[src/rtl/alu_pkg.sv]
// -----------------------------------------------------------------------------
// alu_pkg
// Shared definitions for the ALU arbiter slice: RISC-V opcode constants, the
// arbiter state encoding and the request record that is latched into the ALU
// operand registers.
// Ports: none (package).
// -----------------------------------------------------------------------------
package alu_pkg;

  // Width of the shared ALU datapath; the request record is sized from it.
  localparam int ALU_WIDTH = 32;

  // RISC-V opcodes understood by the shared ALU.
  localparam logic [6:0] ALI_OP    = 7'b0010011;
  localparam logic [6:0] AL_OP     = 7'b0110011;
  localparam logic [6:0] MEM_WR_OP = 7'b0100011;
  localparam logic [6:0] MEM_RD_OP = 7'b0000011;
  localparam logic [6:0] BR_OP     = 7'b1100011;
  localparam logic [6:0] JALR      = 7'b1100111;
  localparam logic [6:0] LUI       = 7'b0110111;

  typedef enum logic [1:0] {
    IDLE = 2'd0,
    EXEC = 2'd1,
    RESP = 2'd2
  } arb_state_t;

  typedef struct packed {
    logic [6:0]           opcode;
    logic [2:0]           func3;
    logic [6:0]           func7;
    logic [ALU_WIDTH-1:0] a;
    logic [ALU_WIDTH-1:0] b;
  } alu_req_t;

endpackage

[src/rtl/alu_arbiter_if.sv]
// -----------------------------------------------------------------------------
// alu_arbiter_if
// One requester's view of the ALU arbiter: a valid/ready request channel that
// carries opcode, func3, func7 and two operands, plus a valid/ready response
// channel that returns the captured ALU result, zero flag and compare flag.
// Modports:
//   master - requester side (drives request payload and rsp_ready)
//   slave  - arbiter side (drives req_ready and the response payload)
// -----------------------------------------------------------------------------
interface alu_arbiter_if
  import alu_pkg::*;
#(
  parameter int WIDTH = ALU_WIDTH
) ();

  logic             req_valid;
  logic             req_ready;
  logic [6:0]       req_opcode;
  logic [2:0]       req_func3;
  logic [6:0]       req_func7;
  logic [WIDTH-1:0] req_a;
  logic [WIDTH-1:0] req_b;

  logic             rsp_valid;
  logic             rsp_ready;
  logic [WIDTH-1:0] rsp_data;
  logic             rsp_zero;
  logic             rsp_cmp;

  modport master (
    output req_valid, req_opcode, req_func3, req_func7, req_a, req_b, rsp_ready,
    input  req_ready, rsp_valid, rsp_data, rsp_zero, rsp_cmp
  );

  modport slave (
    input  req_valid, req_opcode, req_func3, req_func7, req_a, req_b, rsp_ready,
    output req_ready, rsp_valid, rsp_data, rsp_zero, rsp_cmp
  );

endinterface

[src/rtl/alu_arbiter_rr.sv]
// -----------------------------------------------------------------------------
// rr_arbiter2
// Two-way round-robin arbiter, purely combinational.
// Ports:
//   i_valid0, i_valid1 - requests from port 0 and port 1
//   i_lastGrant        - port that won the previous arbitration
//   o_grant            - one-hot grant, bit N set when port N wins
// -----------------------------------------------------------------------------
module rr_arbiter2 (
  input  logic       i_valid0,
  input  logic       i_valid1,
  input  logic       i_lastGrant,
  output logic [1:0] o_grant
);

  // A lone request always wins; when both ask, the port that was not served
  // last time goes next so neither side can starve the other.
  always_comb begin
    o_grant = 2'b00;
    if (i_valid0 && i_valid1) begin
      o_grant = i_lastGrant ? 2'b01 : 2'b10;
    end else if (i_valid0) begin
      o_grant = 2'b01;
    end else if (i_valid1) begin
      o_grant = 2'b10;
    end
  end

endmodule

[src/rtl/alu_arbiter.sv]
// -----------------------------------------------------------------------------
// alu_arbiter
// Shares one combinational ALU between the core execute path (port 0) and an
// auxiliary address/compare requester (port 1). A request is accepted in IDLE,
// its fields drive the ALU from registers for one EXEC cycle, the ALU outputs
// are captured, and the result is offered back to the granted port in RESP
// until that port takes it.
// Ports:
//   clk, rst                     - clock (rising edge), async active-high reset
//   port0, port1                 - requester channels (alu_arbiter_if.slave)
//   alu_opcode/func3/func7/a/b   - registered controls and operands to the ALU
//   alu_data_out/zero/cmp        - ALU result, zero flag, comparison flag
//   busy                         - high whenever the arbiter is not in IDLE
// -----------------------------------------------------------------------------
module alu_arbiter
  import alu_pkg::*;
#(
  parameter int WIDTH = ALU_WIDTH
) (
  input  logic             clk,
  input  logic             rst,
  alu_arbiter_if.slave     port0,
  alu_arbiter_if.slave     port1,
  output logic [6:0]       alu_opcode,
  output logic [2:0]       alu_func3,
  output logic [6:0]       alu_func7,
  output logic [WIDTH-1:0] alu_a,
  output logic [WIDTH-1:0] alu_b,
  input  logic [WIDTH-1:0] alu_data_out,
  input  logic             alu_zero,
  input  logic             alu_cmp,
  output logic             busy
);

  arb_state_t       r_state;
  arb_state_t       w_nextState;
  logic             r_lastGrant;
  logic             r_gnt;
  alu_req_t         r_aluReq;
  alu_req_t         w_req0;
  alu_req_t         w_req1;
  logic [WIDTH-1:0] r_resData;
  logic             r_resZero;
  logic             r_resCmp;
  logic [1:0]       w_grant;
  logic             w_inIdle;
  logic             w_hs0;
  logic             w_hs1;
  logic             w_rspReady;

  rr_arbiter2 u_arb (
    .i_valid0    (port0.req_valid),
    .i_valid1    (port1.req_valid),
    .i_lastGrant (r_lastGrant),
    .o_grant     (w_grant)
  );

  assign w_inIdle = (r_state == IDLE);

  // Only the arbitration winner sees ready, and only while idle, so nothing
  // can be accepted while a result is still waiting to be collected.
  assign port0.req_ready = w_inIdle & w_grant[0];
  assign port1.req_ready = w_inIdle & w_grant[1];
  assign w_hs0 = port0.req_valid & port0.req_ready;
  assign w_hs1 = port1.req_valid & port1.req_ready;

  // The response handshake that matters is the one on the granted port.
  assign w_rspReady = r_gnt ? port1.rsp_ready : port0.rsp_ready;

  // Gather each port's payload into a request record so either one can be
  // latched into the operand registers with a single assignment.
  always_comb begin
    w_req0        = '0;
    w_req0.opcode = port0.req_opcode;
    w_req0.func3  = port0.req_func3;
    w_req0.func7  = port0.req_func7;
    w_req0.a      = port0.req_a;
    w_req0.b      = port0.req_b;
    w_req1        = '0;
    w_req1.opcode = port1.req_opcode;
    w_req1.func3  = port1.req_func3;
    w_req1.func7  = port1.req_func7;
    w_req1.a      = port1.req_a;
    w_req1.b      = port1.req_b;
  end

  // State register. Reset drops any operation in flight without a response.
  always_ff @(posedge clk or posedge rst) begin
    if (rst) begin
      r_state <= IDLE;
    end else begin
      r_state <= w_nextState;
    end
  end

  // Next-state logic: one cycle of execution, then hold the result until the
  // granted requester consumes it.
  always_comb begin
    w_nextState = r_state;
    case (r_state)
      IDLE: begin
        if (w_hs0 || w_hs1) begin
          w_nextState = EXEC;
        end
      end
      EXEC: begin
        w_nextState = RESP;
      end
      RESP: begin
        if (w_rspReady) begin
          w_nextState = IDLE;
        end
      end
      default: begin
        w_nextState = IDLE;
      end
    endcase
  end

  // Datapath registers. The ALU operand registers are only non-zero during
  // EXEC: they load on the accepting edge and clear on the capturing edge,
  // so outside EXEC the ALU sees opcode 0 and produces its default result.
  // last_grant resets to 1 so that port 0 wins the first contested round.
  always_ff @(posedge clk or posedge rst) begin
    if (rst) begin
      r_aluReq    <= '0;
      r_gnt       <= 1'b0;
      r_lastGrant <= 1'b1;
      r_resData   <= '0;
      r_resZero   <= 1'b0;
      r_resCmp    <= 1'b0;
    end else begin
      case (r_state)
        IDLE: begin
          if (w_hs0) begin
            r_aluReq    <= w_req0;
            r_gnt       <= 1'b0;
            r_lastGrant <= 1'b0;
          end else if (w_hs1) begin
            r_aluReq    <= w_req1;
            r_gnt       <= 1'b1;
            r_lastGrant <= 1'b1;
          end
        end
        EXEC: begin
          r_resData <= alu_data_out;
          r_resZero <= alu_zero;
          r_resCmp  <= alu_cmp;
          r_aluReq  <= '0;
        end
        default: begin
        end
      endcase
    end
  end

  assign alu_opcode = r_aluReq.opcode;
  assign alu_func3  = r_aluReq.func3;
  assign alu_func7  = r_aluReq.func7;
  assign alu_a      = r_aluReq.a;
  assign alu_b      = r_aluReq.b;

  // Both ports see the same capture registers; rsp_valid alone says whose
  // result it is.
  assign port0.rsp_valid = (r_state == RESP) & ~r_gnt;
  assign port1.rsp_valid = (r_state == RESP) &  r_gnt;
  assign port0.rsp_data  = r_resData;
  assign port1.rsp_data  = r_resData;
  assign port0.rsp_zero  = r_resZero;
  assign port1.rsp_zero  = r_resZero;
  assign port0.rsp_cmp   = r_resCmp;
  assign port1.rsp_cmp   = r_resCmp;

  assign busy = ~w_inIdle;

endmodule

[src/flat_wrapper.sv]
// flat-port wrapper written by rule: the top's interface ports become plain ports
module alu_arbiter_flat import alu_pkg::*;
#(
  parameter int WIDTH = ALU_WIDTH
)
  (clk, rst, alu_opcode, alu_func3, alu_func7, alu_a, alu_b, alu_data_out, alu_zero, alu_cmp, busy, port0_req_valid, port0_req_opcode, port0_req_func3, port0_req_func7, port0_req_a, port0_req_b, port0_rsp_ready, port0_req_ready, port0_rsp_valid, port0_rsp_data, port0_rsp_zero, port0_rsp_cmp, port1_req_valid, port1_req_opcode, port1_req_func3, port1_req_func7, port1_req_a, port1_req_b, port1_rsp_ready, port1_req_ready, port1_rsp_valid, port1_rsp_data, port1_rsp_zero, port1_rsp_cmp);
  alu_arbiter_if #(.WIDTH(WIDTH)) port0_i ();
  alu_arbiter_if #(.WIDTH(WIDTH)) port1_i ();
  input  logic clk;
  input  logic rst;
  output logic [6:0] alu_opcode;
  output logic [2:0] alu_func3;
  output logic [6:0] alu_func7;
  output logic [WIDTH-1:0] alu_a;
  output logic [WIDTH-1:0] alu_b;
  input  logic [WIDTH-1:0] alu_data_out;
  input  logic alu_zero;
  input  logic alu_cmp;
  output logic busy;
  input wire logic [$bits(port0_i.req_valid)-1:0] port0_req_valid;
  input wire logic [$bits(port0_i.req_opcode)-1:0] port0_req_opcode;
  input wire logic [$bits(port0_i.req_func3)-1:0] port0_req_func3;
  input wire logic [$bits(port0_i.req_func7)-1:0] port0_req_func7;
  input wire logic [$bits(port0_i.req_a)-1:0] port0_req_a;
  input wire logic [$bits(port0_i.req_b)-1:0] port0_req_b;
  input wire logic [$bits(port0_i.rsp_ready)-1:0] port0_rsp_ready;
  output wire logic [$bits(port0_i.req_ready)-1:0] port0_req_ready;
  output wire logic [$bits(port0_i.rsp_valid)-1:0] port0_rsp_valid;
  output wire logic [$bits(port0_i.rsp_data)-1:0] port0_rsp_data;
  output wire logic [$bits(port0_i.rsp_zero)-1:0] port0_rsp_zero;
  output wire logic [$bits(port0_i.rsp_cmp)-1:0] port0_rsp_cmp;
  input wire logic [$bits(port1_i.req_valid)-1:0] port1_req_valid;
  input wire logic [$bits(port1_i.req_opcode)-1:0] port1_req_opcode;
  input wire logic [$bits(port1_i.req_func3)-1:0] port1_req_func3;
  input wire logic [$bits(port1_i.req_func7)-1:0] port1_req_func7;
  input wire logic [$bits(port1_i.req_a)-1:0] port1_req_a;
  input wire logic [$bits(port1_i.req_b)-1:0] port1_req_b;
  input wire logic [$bits(port1_i.rsp_ready)-1:0] port1_rsp_ready;
  output wire logic [$bits(port1_i.req_ready)-1:0] port1_req_ready;
  output wire logic [$bits(port1_i.rsp_valid)-1:0] port1_rsp_valid;
  output wire logic [$bits(port1_i.rsp_data)-1:0] port1_rsp_data;
  output wire logic [$bits(port1_i.rsp_zero)-1:0] port1_rsp_zero;
  output wire logic [$bits(port1_i.rsp_cmp)-1:0] port1_rsp_cmp;
  assign port0_i.req_valid = port0_req_valid;
  assign port0_i.req_opcode = port0_req_opcode;
  assign port0_i.req_func3 = port0_req_func3;
  assign port0_i.req_func7 = port0_req_func7;
  assign port0_i.req_a = port0_req_a;
  assign port0_i.req_b = port0_req_b;
  assign port0_i.rsp_ready = port0_rsp_ready;
  assign port0_req_ready = port0_i.req_ready;
  assign port0_rsp_valid = port0_i.rsp_valid;
  assign port0_rsp_data = port0_i.rsp_data;
  assign port0_rsp_zero = port0_i.rsp_zero;
  assign port0_rsp_cmp = port0_i.rsp_cmp;
  assign port1_i.req_valid = port1_req_valid;
  assign port1_i.req_opcode = port1_req_opcode;
  assign port1_i.req_func3 = port1_req_func3;
  assign port1_i.req_func7 = port1_req_func7;
  assign port1_i.req_a = port1_req_a;
  assign port1_i.req_b = port1_req_b;
  assign port1_i.rsp_ready = port1_rsp_ready;
  assign port1_req_ready = port1_i.req_ready;
  assign port1_rsp_valid = port1_i.rsp_valid;
  assign port1_rsp_data = port1_i.rsp_data;
  assign port1_rsp_zero = port1_i.rsp_zero;
  assign port1_rsp_cmp = port1_i.rsp_cmp;
  alu_arbiter #(.WIDTH(WIDTH)) u_core (.clk(clk), .rst(rst), .port0(port0_i), .port1(port1_i), .alu_opcode(alu_opcode), .alu_func3(alu_func3), .alu_func7(alu_func7), .alu_a(alu_a), .alu_b(alu_b), .alu_data_out(alu_data_out), .alu_zero(alu_zero), .alu_cmp(alu_cmp), .busy(busy));
endmodule
[config.mk]
export PLATFORM = sky130hd
export DESIGN_NAME = alu_arbiter_flat
export DESIGN_NICKNAME = d
export VERILOG_FILES = /design/src/rtl/alu_pkg.sv /design/src/rtl/alu_arbiter_if.sv /design/src/rtl/alu_arbiter_rr.sv /design/src/rtl/alu_arbiter.sv /design/src/flat_wrapper.sv
export SDC_FILE = /design/constraint.sdc
export NUM_CORES = 1
export LEC_CHECK = 0
export ABC_CLOCK_PERIOD_IN_PS = 6800
export BUFFER_PORTS_ARGS = -buffer_cell sky130_fd_sc_hd__clkbuf_2
export CORE_AREA = 2 2 138 140
export DETAILED_ROUTE_END_ITERATION = 7
export DIE_AREA = 0 0 140 142
export SLEW_MARGIN = 20
export SYNTH_ARGS = -nofsm -noshare
export SYNTH_HDL_FRONTEND = slang
export SYNTH_SLANG_ARGS = --single-unit
[constraint.sdc]
create_clock -name clk -period 6.8 [get_ports clk]
set_clock_uncertainty 0.1 [all_clocks]
set_input_delay 0 -clock clk [delete_from_list [all_inputs] [get_ports clk]]
set_output_delay 0 -clock clk [all_outputs]
set_load 0.05 [all_outputs]
==> metrics.md, run 1 <==
| Metric | Value |
|---|---|
| Status | `aborted with a tool error` |
| Stop stage | `clock tree synthesis` |
| Err | `[ERROR RSZ-0060] Max buffer count reached.` |
| Initial Util | `28.7%` |
| Cts bufs inserted | `17` |
| PortBufs | `355` |
| Number of H-tree levels | `4` |
| Clk sinks | `119` |
| Chip Height | `142 um` |
| Chip Width | `140 um` |
| Setup Buffers After CTS | `0` |
| Netlist Area Pre-Place | `5290 sq um` |
| CTS Root Cell | `clkbuf_16` |
| Hold_buf cts | `193` |
| Placer Congestion | `0.769` |
| Clock Path Buffers | `2` |
| Gates resized, CTS repair | `0` |
| Mean Syn Cell Area | `13.0 sq um` |
| Number of register bits inferred by synthesis | `119` |
| # rows | `50` |
| Mapped Cells | `408` |
| Register area share after synthesis | `56.3%` |
| Dpl hpwl | `11800 um` |
| Yosys warning count | `0` |
| Post-synthesis cell type count | `22` |
| Place WS | `4.50 ns` |
| I/O pins | `356` |
| Post-synth net total | `610` |
Yosys cell counts:
| master | n | area [sq um] |
|---|---|---|
| dfrtp_1 | 118 | 2950 |
| a221o_1 | 81 | 811 |
| and3_1 | 81 | 507 |
| mux2_2 | 35 | 394 |
| buf_4 | 34 | 255 |
| clkbuf_1 | 19 | 71.3 |
| buf_2 | 12 | 60.1 |
| buf_6 | 8 | 90.1 |
| nor2_1 | 4 | 15.0 |
| inv_1 | 2 | 7.51 |
| nand2b_1 | 2 | 12.5 |
| or2_2 | 2 | 12.5 |
| a21oi_1 | 1 | 5.00 |
| a21oi_4 | 1 | 16.3 |
| and2_1 | 1 | 6.26 |
| dfstp_2 | 1 | 26.3 |
| mux2i_1 | 1 | 10.0 |
| nor2b_1 | 1 | 6.26 |
| nor3_1 | 1 | 5.00 |
| nor3b_1 | 1 | 7.51 |
| o21bai_1 | 1 | 7.51 |
| or3b_1 | 1 | 8.76 |
metrics by stage:
step | hold WS (ns) | instances | cell area (sq um)
after floorplan | 0.0385 | 408 | 5290
after global placement | 0.100 | 931 | 6950
after detailed placement | 0.0940 | 931 | 6950
cells by family after synthesis:
logic type	after synthesis	share of synthesized area [%]
flip-flops	119	56.3
AND/OR/NAND/NOR	94	11.0
AO/OA/AOI/OAI	84	15.9
buffers and inverters	75	9.16
multiplexers	36	7.64
==> run 2: changes to the inputs <==
--- a/config.mk
+++ b/config.mk
@@ -7,9 +7,9 @@
 export LEC_CHECK = 0
 export ABC_CLOCK_PERIOD_IN_PS = 6800
 export BUFFER_PORTS_ARGS = -buffer_cell sky130_fd_sc_hd__clkbuf_2
-export CORE_AREA = 2 2 138 140
+export CORE_UTILIZATION = 20
 export DETAILED_ROUTE_END_ITERATION = 7
-export DIE_AREA = 0 0 140 142
+export PLACE_DENSITY_LB_ADDON = 0.15
 export SLEW_MARGIN = 20
 export SYNTH_ARGS = -nofsm -noshare
 export SYNTH_HDL_FRONTEND = slang
==> metrics.md, run 2 <==
| Metric | Value |
|---|---|
| Reg2Reg Depth | `5` |
| Chip Width | `165 um` |
| First-pass GRT wire length | `29900 um` |
| Commonest non-fill, non-tap cell in the layout | `clkbuf_2` |
| Initial DRC count | `217` |
| Largest net degree at the start of global routing | `82` |
| Worst path bufs/invs | `2` |
| Post-synth net total | `610` |
| Layout area overhead | `83.7%` |
| Placed Area | `7060 sq um` |
| Post-synth ARST share | `100%` |
| Setup Buffers After CTS | `0` |
| Synth Flop Type | `dfrtp_1` |
| Tightest Pin Transition | `1.07 ns` |
| Worst hold path type | `in2async` |
| Chip Height | `165 um` |
| Post-synthesis cell type count | `22` |
| Residual DRC | `0` |
| Drt wl/cell | `16.3 um` |
| Gates resized, CTS repair | `0` |
| CP Class | `reg2reg` |
| CTS clk-pin slew, worst paths | `0.06 ns` |
| Leak | `0.00519 uW` |
| PortBufs | `355` |
| Layout cell share with drive strength beyond 1 | `46.8%` |
| Mapped Cells | `408` |
| Startpoint types | `flip-flop` |
| Critical path capture point type | `flip-flop` |
| Max-cap viol count | `0` |
| Total negative slack | `0 ns` |
| I/O pins | `356` |
| Yosys warning count | `0` |
| Via Count | `5485` |
| Xor/xnor share of the synthesized area | `0%` |
| Crit-path leading delay family | `buffers and inverters` |
| Cell area after layout | `9710 sq um` |
| Number of register bits inferred by synthesis | `119` |
| # rows | `59` |
| Via/cell ratio | `4.34` |
| Number of H-tree levels | `4` |
| Final Util | `37.4%` |
| Adder-cell area share of the yosys netlist | `0%` |
| All-Layer GR Usage | `14.7%` |
| Endpoints failing hold | `0` |
| RSZ-0062 raised after global routing | `no` |
| Final ANT Viol Nets | `0` |
| Most frequent cell after synthesis | `dfrtp_1` |
| Slowest Stage Delay on Critical Path | `0.68 ns` |
| Worst r2r dst | `u_core.alu_a[21]` |
| Initial Util | `20.3%` |
| EDFF count, synth | `0` |
| Final period util | `48.3%` |
| Simple-gate portion of the synthesized area | `11.0%` |
| Fill count | `2602` |
| Top cells by area, synth | `dfrtp_1 (56%), a221o_1 (15%), and3_1 (9.6%)` |
| Largest family of logic cells by synthesized area | `compound AO/OA/AOI/OAI gates` |
| Synth Area in Compound Gates | `15.9%` |
| Area leader, netlist | `dfrtp_1` |
| Initial antenna violation count | `0` |
| Clock Path Buffers | `2` |
| Final Critical Period | `3.28 ns` |
| Fin nets | `1117` |
| Dpl hpwl | `13100 um` |
| Setup Viol. Count Final | `0` |
| Vias in the first global route | `5563` |
| WP data arrival | `3.53 ns` |
| Die area | `27100 sq um` |
| Cell type of the slowest stage on the worst timing path | `buf_4` |
| Most common library cells after synthesis | `dfrtp_1 (118), a221o_1 (81), and3_1 (81)` |
| Status | `finished clean` |
| Register area share after synthesis | `56.3%` |
| Setup slack, reg-to-reg | `3.52 ns` |
| Critical path, cell by cell | `or3b_1, a21oi_4, buf_4, a221o_1, dlygate4sd3_1` |
| Clk sinks | `119` |
| Fmax | `305 MHz` |
| CTS tree | `done` |
| Antenna Cells | `0` |
| Mux contribution to synthesized area | `7.64%` |
| Slew headroom | `28.4%` |
| Placer Congestion | `0.689` |
| CTS Root Cell | `clkbuf_16` |
| Share of the synthesized area in the top cell type | `55.8%` |
| Most frequent cells in the layout | `clkbuf_2 (355), dlygate4sd3_1 (201), dfrtp_1 (118)` |
| VDD IR max | `0.415 mV` |
| CP max FO | `59` |
| Core Area | `26000 sq um` |
| WP data required | `7.04 ns` |
| Worst skew pair latency | `0.40 ns` |
| Initial DRT Pass Iterations | `4` |
| Final WL | `20600 um` |
| Power Density | `598 nW/um^2` |
| Mean Syn Cell Area | `13.0 sq um` |
| Grt ovf | `0` |
| WP depth | `5` |
| Slew Viols, Final | `0` |
| Netlist Area Pre-Place | `5290 sq um` |
| Reg-to-reg startpoint | `u_core.r_state[1]` |
| Cts bufs inserted | `17` |
| Hold_buf cts | `201` |
==> run 2: stage by stage <==
step           cells  hold WS [ns]  total power (uW)  setup WS, ns
3_5_place_dp    1030        0.0556              4430          3.97
3_3_place_gp    1030        0.0510              4430          3.99
6_report        1263         0.137              5810          3.52
2_1_floorplan    408        0.0385              3800          3.54
5_1_grt         1263         0.223              6110          3.39
4_1_cts         1263         0.159              5870          3.49
==> run 2: worst max-delay path by stage <==
stage / from / endpoint
6_report: u_core.r_state[1] / u_core.alu_a[21]
5_1_grt: u_core.r_state[1] / u_core.alu_func7[6]
4_1_cts: u_core.r_state[1] / u_core.alu_b[0]
3_5_place_dp: u_core.r_state[1] / port1_req_ready
3_3_place_gp: u_core.r_state[1] / port1_req_ready
2_1_floorplan: rst / u_core.alu_a[0]
==> run 2: where the power goes <==
group	internal (uW)	leakage [uW]	switching, uW
logic	1110	0.00341	2390
registers	1080	0.00149	247
clock network	628	0.000296	361
==> run 2: kinds of logic after synthesis <==
group,after synthesis
AOI/OAI and AO/OA,84
buffers and inverters,75
DFF,119
muxes,36
and+or+nand+nor,94
==> run 2: final cells by class <==
| class | instances | area, sq um | share of cell area (%) |
|---|---|---|---|
| repair buffers | 561 | 3830 | 39.4 |
| clock inverters | 13 | 194 | 2.00 |
| multi-input cells | 214 | 1840 | 19.0 |
| well taps | 335 | 419 | 4.32 |
| clock buffers | 19 | 443 | 4.56 |
| flip-flops and latches | 119 | 2980 | 30.7 |
| inverters | 2 | 10.0 | 0.103 |
==> run 2: worst reg2reg max path, cell delays in order, from the launching register on <==
cell and delay (ns):
dfrtp_1 0.46, or3b_1 0.46, a21oi_4 0.65, buf_4 0.68
a221o_1 0.32, dlygate4sd3_1 0.55
==> run 2: routing by layer <==
layer	wire, um	global-route usage (%)	share of wire, %
met5	0	0	0
met4	288	5.21	1.4
met3	1600	4.42	7.8
met2	10500	26.5	51
met1	8240	16.2	40
(Power assumes the default switching activity.)
==> run 3: changes to the inputs <==
--- a/config.mk
+++ b/config.mk
@@ -5,7 +5,8 @@
 export SDC_FILE = /design/constraint.sdc
 export NUM_CORES = 1
 export LEC_CHECK = 0
-export ABC_CLOCK_PERIOD_IN_PS = 6800
+export ABC_AREA = 1
+export ABC_CLOCK_PERIOD_IN_PS = 2730
 export BUFFER_PORTS_ARGS = -buffer_cell sky130_fd_sc_hd__clkbuf_2
 export CORE_UTILIZATION = 20
 export DETAILED_ROUTE_END_ITERATION = 7
==> constraint.sdc (replaced) <==
create_clock -name clk -period 2.73 [get_ports clk]
set_clock_uncertainty 0.1 [all_clocks]
set_input_delay 0 -clock clk [delete_from_list [all_inputs] [get_ports clk]]
set_output_delay 0 -clock clk [all_outputs]
set_load 0.05 [all_outputs]
==> metrics.md, run 3 <==
| Metric | Value |
|---|---|
| Status | `finished clean` |
| Clk sinks | `119` |
| Core Area | `31700 sq um` |
| Final period util | `88.6%` |
| Largest family of logic cells by synthesized area | `simple AND/OR/NAND/NOR gates` |
| Netlist Area Pre-Place | `6490 sq um` |
| Grt ovf | `0` |
| Antenna Cells | `0` |
| Max-cap viol count | `0` |
| Commonest non-fill, non-tap cell in the layout | `clkbuf_2` |
| Setup Viol. Count Final | `0` |
| EDFF count, synth | `0` |
| Adder-cell area share of the yosys netlist | `0%` |
| Via/cell ratio | `4.14` |
| Leak | `0.00610 uW` |
| Fmax | `413 MHz` |
| Cts bufs inserted | `17` |
| Crit-path leading delay family | `buffers and inverters` |
| Post-synth ARST share | `100%` |
| Mapped Cells | `835` |
| Cell area after layout | `10900 sq um` |
| Synth Area in Compound Gates | `0.347%` |
| Worst skew pair latency | `0.41 ns` |
| WP data arrival | `2.63 ns` |
| Initial DRT Pass Iterations | `4` |
| I/O pins | `356` |
| Number of H-tree levels | `4` |
| Post-synth net total | `1037` |
| Slowest Stage Delay on Critical Path | `0.55 ns` |
| Number of register bits inferred by synthesis | `119` |
| Endpoints failing hold | `0` |
| Final Power | `14300 uW` |
| Post-synthesis cell type count | `20` |
| Final WL | `24800 um` |
| CTS Root Cell | `clkbuf_16` |
| Via Count | `7240` |
| Layout cell share with drive strength beyond 1 | `32.8%` |
| Initial Util | `20.5%` |
| Top cells by area, synth | `dfrtp_1 (45%), nand2_1 (14%), inv_1 (9.9%)` |
| Startpoint types | `flip-flop` |
| Xor/xnor share of the synthesized area | `0%` |
| Critical path capture point type | `flip-flop` |
| Largest net degree at the start of global routing | `82` |
| Chip Height | `182 um` |
| Residual DRC | `0` |
| Most frequent cell after synthesis | `nand2_1` |
| Area of the multi-input gates | `2310 sq um` |
| Fill count | `3436` |
| Final ANT Viol Nets | `0` |
| RSZ-0062 raised after global routing | `no` |
| All-Layer GR Usage | `15.0%` |
| Placer Congestion | `0.773` |
| Drt wl/cell | `14.2 um` |
| Initial antenna violation count | `0` |
| Slew Viols, Final | `0` |
| CTS clk-pin slew, worst paths | `0.06 ns` |
| Clock Path Buffers | `2` |
| Yosys warning count | `0` |
| Vias in the first global route | `7370` |
| Most frequent CP cell | `nand2_1` |
| VDD IR max | `0.681 mV` |
| Cell type of the slowest stage on the worst timing path | `dlygate4sd3_1` |
| CP Class | `reg2reg` |
| Tightest Pin Transition | `0.598 ns` |
| Simple-gate portion of the synthesized area | `29.1%` |
| Synth Flop Type | `dfrtp_1` |
| Final Critical Period | `2.42 ns` |
| Dpl hpwl | `15900 um` |
| Slew headroom | `60.1%` |
| Die area | `33200 sq um` |
| Chip Width | `182 um` |
| CTS tree | `done` |
| Final Util | `34.5%` |
| Most frequent cells in the layout | `clkbuf_2 (354), nand2_1 (247), dlygate4sd3_1 (200)` |
| Total negative slack | `0 ns` |
| Mux contribution to synthesized area | `5.90%` |
| Layout area overhead | `68.6%` |
| Hold_ws | `0.0898 ns` |
| Share of the synthesized area in the top cell type | `45.5%` |
| CP max FO | `50` |
| Mean Syn Cell Area | `7.77 sq um` |
| Most common library cells after synthesis | `nand2_1 (247), inv_1 (171), dfrtp_1 (118)` |
| WP data required | `2.94 ns` |
| Area leader, netlist | `dfrtp_1` |
| Critical path, cell by cell | `inv_1, nand2_4, nand3_4, buf_4, nand2_1, nand3_1, dlygate4sd3_1, nand2_1` |
| Placed Area | `8380 sq um` |
| Fin nets | `1536` |
| PortBufs | `355` |
| Initial DRC count | `235` |
| First-pass GRT wire length | `38800 um` |
| Register area share after synthesis | `45.9%` |
| Worst hold path type | `in2async` |
| Power Density | `1300 nW/um^2` |
| Worst path bufs/invs | `3` |
| Setup Buffers After CTS | `0` |
| Total area of sequential cells | `2980 sq um` |
| # rows | `65` |
run 3: cell types whose count changed after synthesis, moves of 4 or more:
cell,delta
a221o_1,-81
nand4_1,+81
clkbuf_1,-4
inv_1,+169
and3_1,-81
buf_4,+4
nand3_1,+82
nand2_1,+247
buf_2,+9
buf_1,+5
run 3: worst paths after layout:
check / to / startpoint / slack (ns) / cells past startpoint
setup / recovery: u_core.alu_b[8] / u_core.r_lastGrant / 0.31 / 8
hold / removal: u_core.port0.rsp_data[29] / rst / 0.09 / 3
setup reg to reg: u_core.alu_b[8] / u_core.r_lastGrant / 0.31 / 8
hold reg to reg: u_core.alu_b[9] / u_core.alu_b[9] / 0.38 / 2
max in group asynchronous: u_core.alu_func7[3] / rst / 1.57 / 4
min in group clk: u_core.r_gnt / port0_req_valid / 0.09 / 4
run 3: area by class of cell:
class / count / area share [%]
Tap cell: 402 / 4.60
Inverter: 173 / 5.97
Sequential cell: 119 / 27.2
Clock buffer: 17 / 3.89
Clock inverter: 15 / 1.20
Multi-Input combinational cell: 455 / 21.1
Timing Repair Buffer: 568 / 36.0
run 3: kinds of logic after synthesis:
family,count (synthesis)
mux,34
buf+inv,261
flops,119
simple gates,417
compound gates,4
run 3: timing repair:
action                                 in CTS  in global routing
endpoints found under the hold margin     171                  0
gates resized for setup                     0                  0
hold buffers                              200                  0
run 3: worst min-delay path, stage by stage:
cell           delay, ns
dlygate4sd3_1       0.55
clkbuf_2            0.13
clkinvlp_4          0.37
run 3: where the power goes:
group / total, uW / switching (uW) / internal [uW]
logic: 8920 / 6470 / 2450
clock network: 2200 / 950 / 1250
registers: 3150 / 523 / 2620
total: 14300 / 7940 / 6330
run 3: layer usage:
| layer | vias up | GRT usage [%] | routed length (um) |
|---|---|---|---|
| met5 | - | 0 | 0 |
| met4 | 0 | 4.13 | 315 |
| met3 | 18 | 4.11 | 1610 |
| met2 | 260 | 27.0 | 12200 |
| met1 | 3400 | 17.3 | 10700 |
| li1 | 3562 | - | - |
run 3: stage by stage:
stage | setup slack (ns) | std cells
after floorplan | 1.18 | 835
after global placement | 0.832 | 1517
after detailed placement | 0.827 | 1517
after CTS | 0.292 | 1749
after global routing | 0.114 | 1749
final | 0.312 | 1749
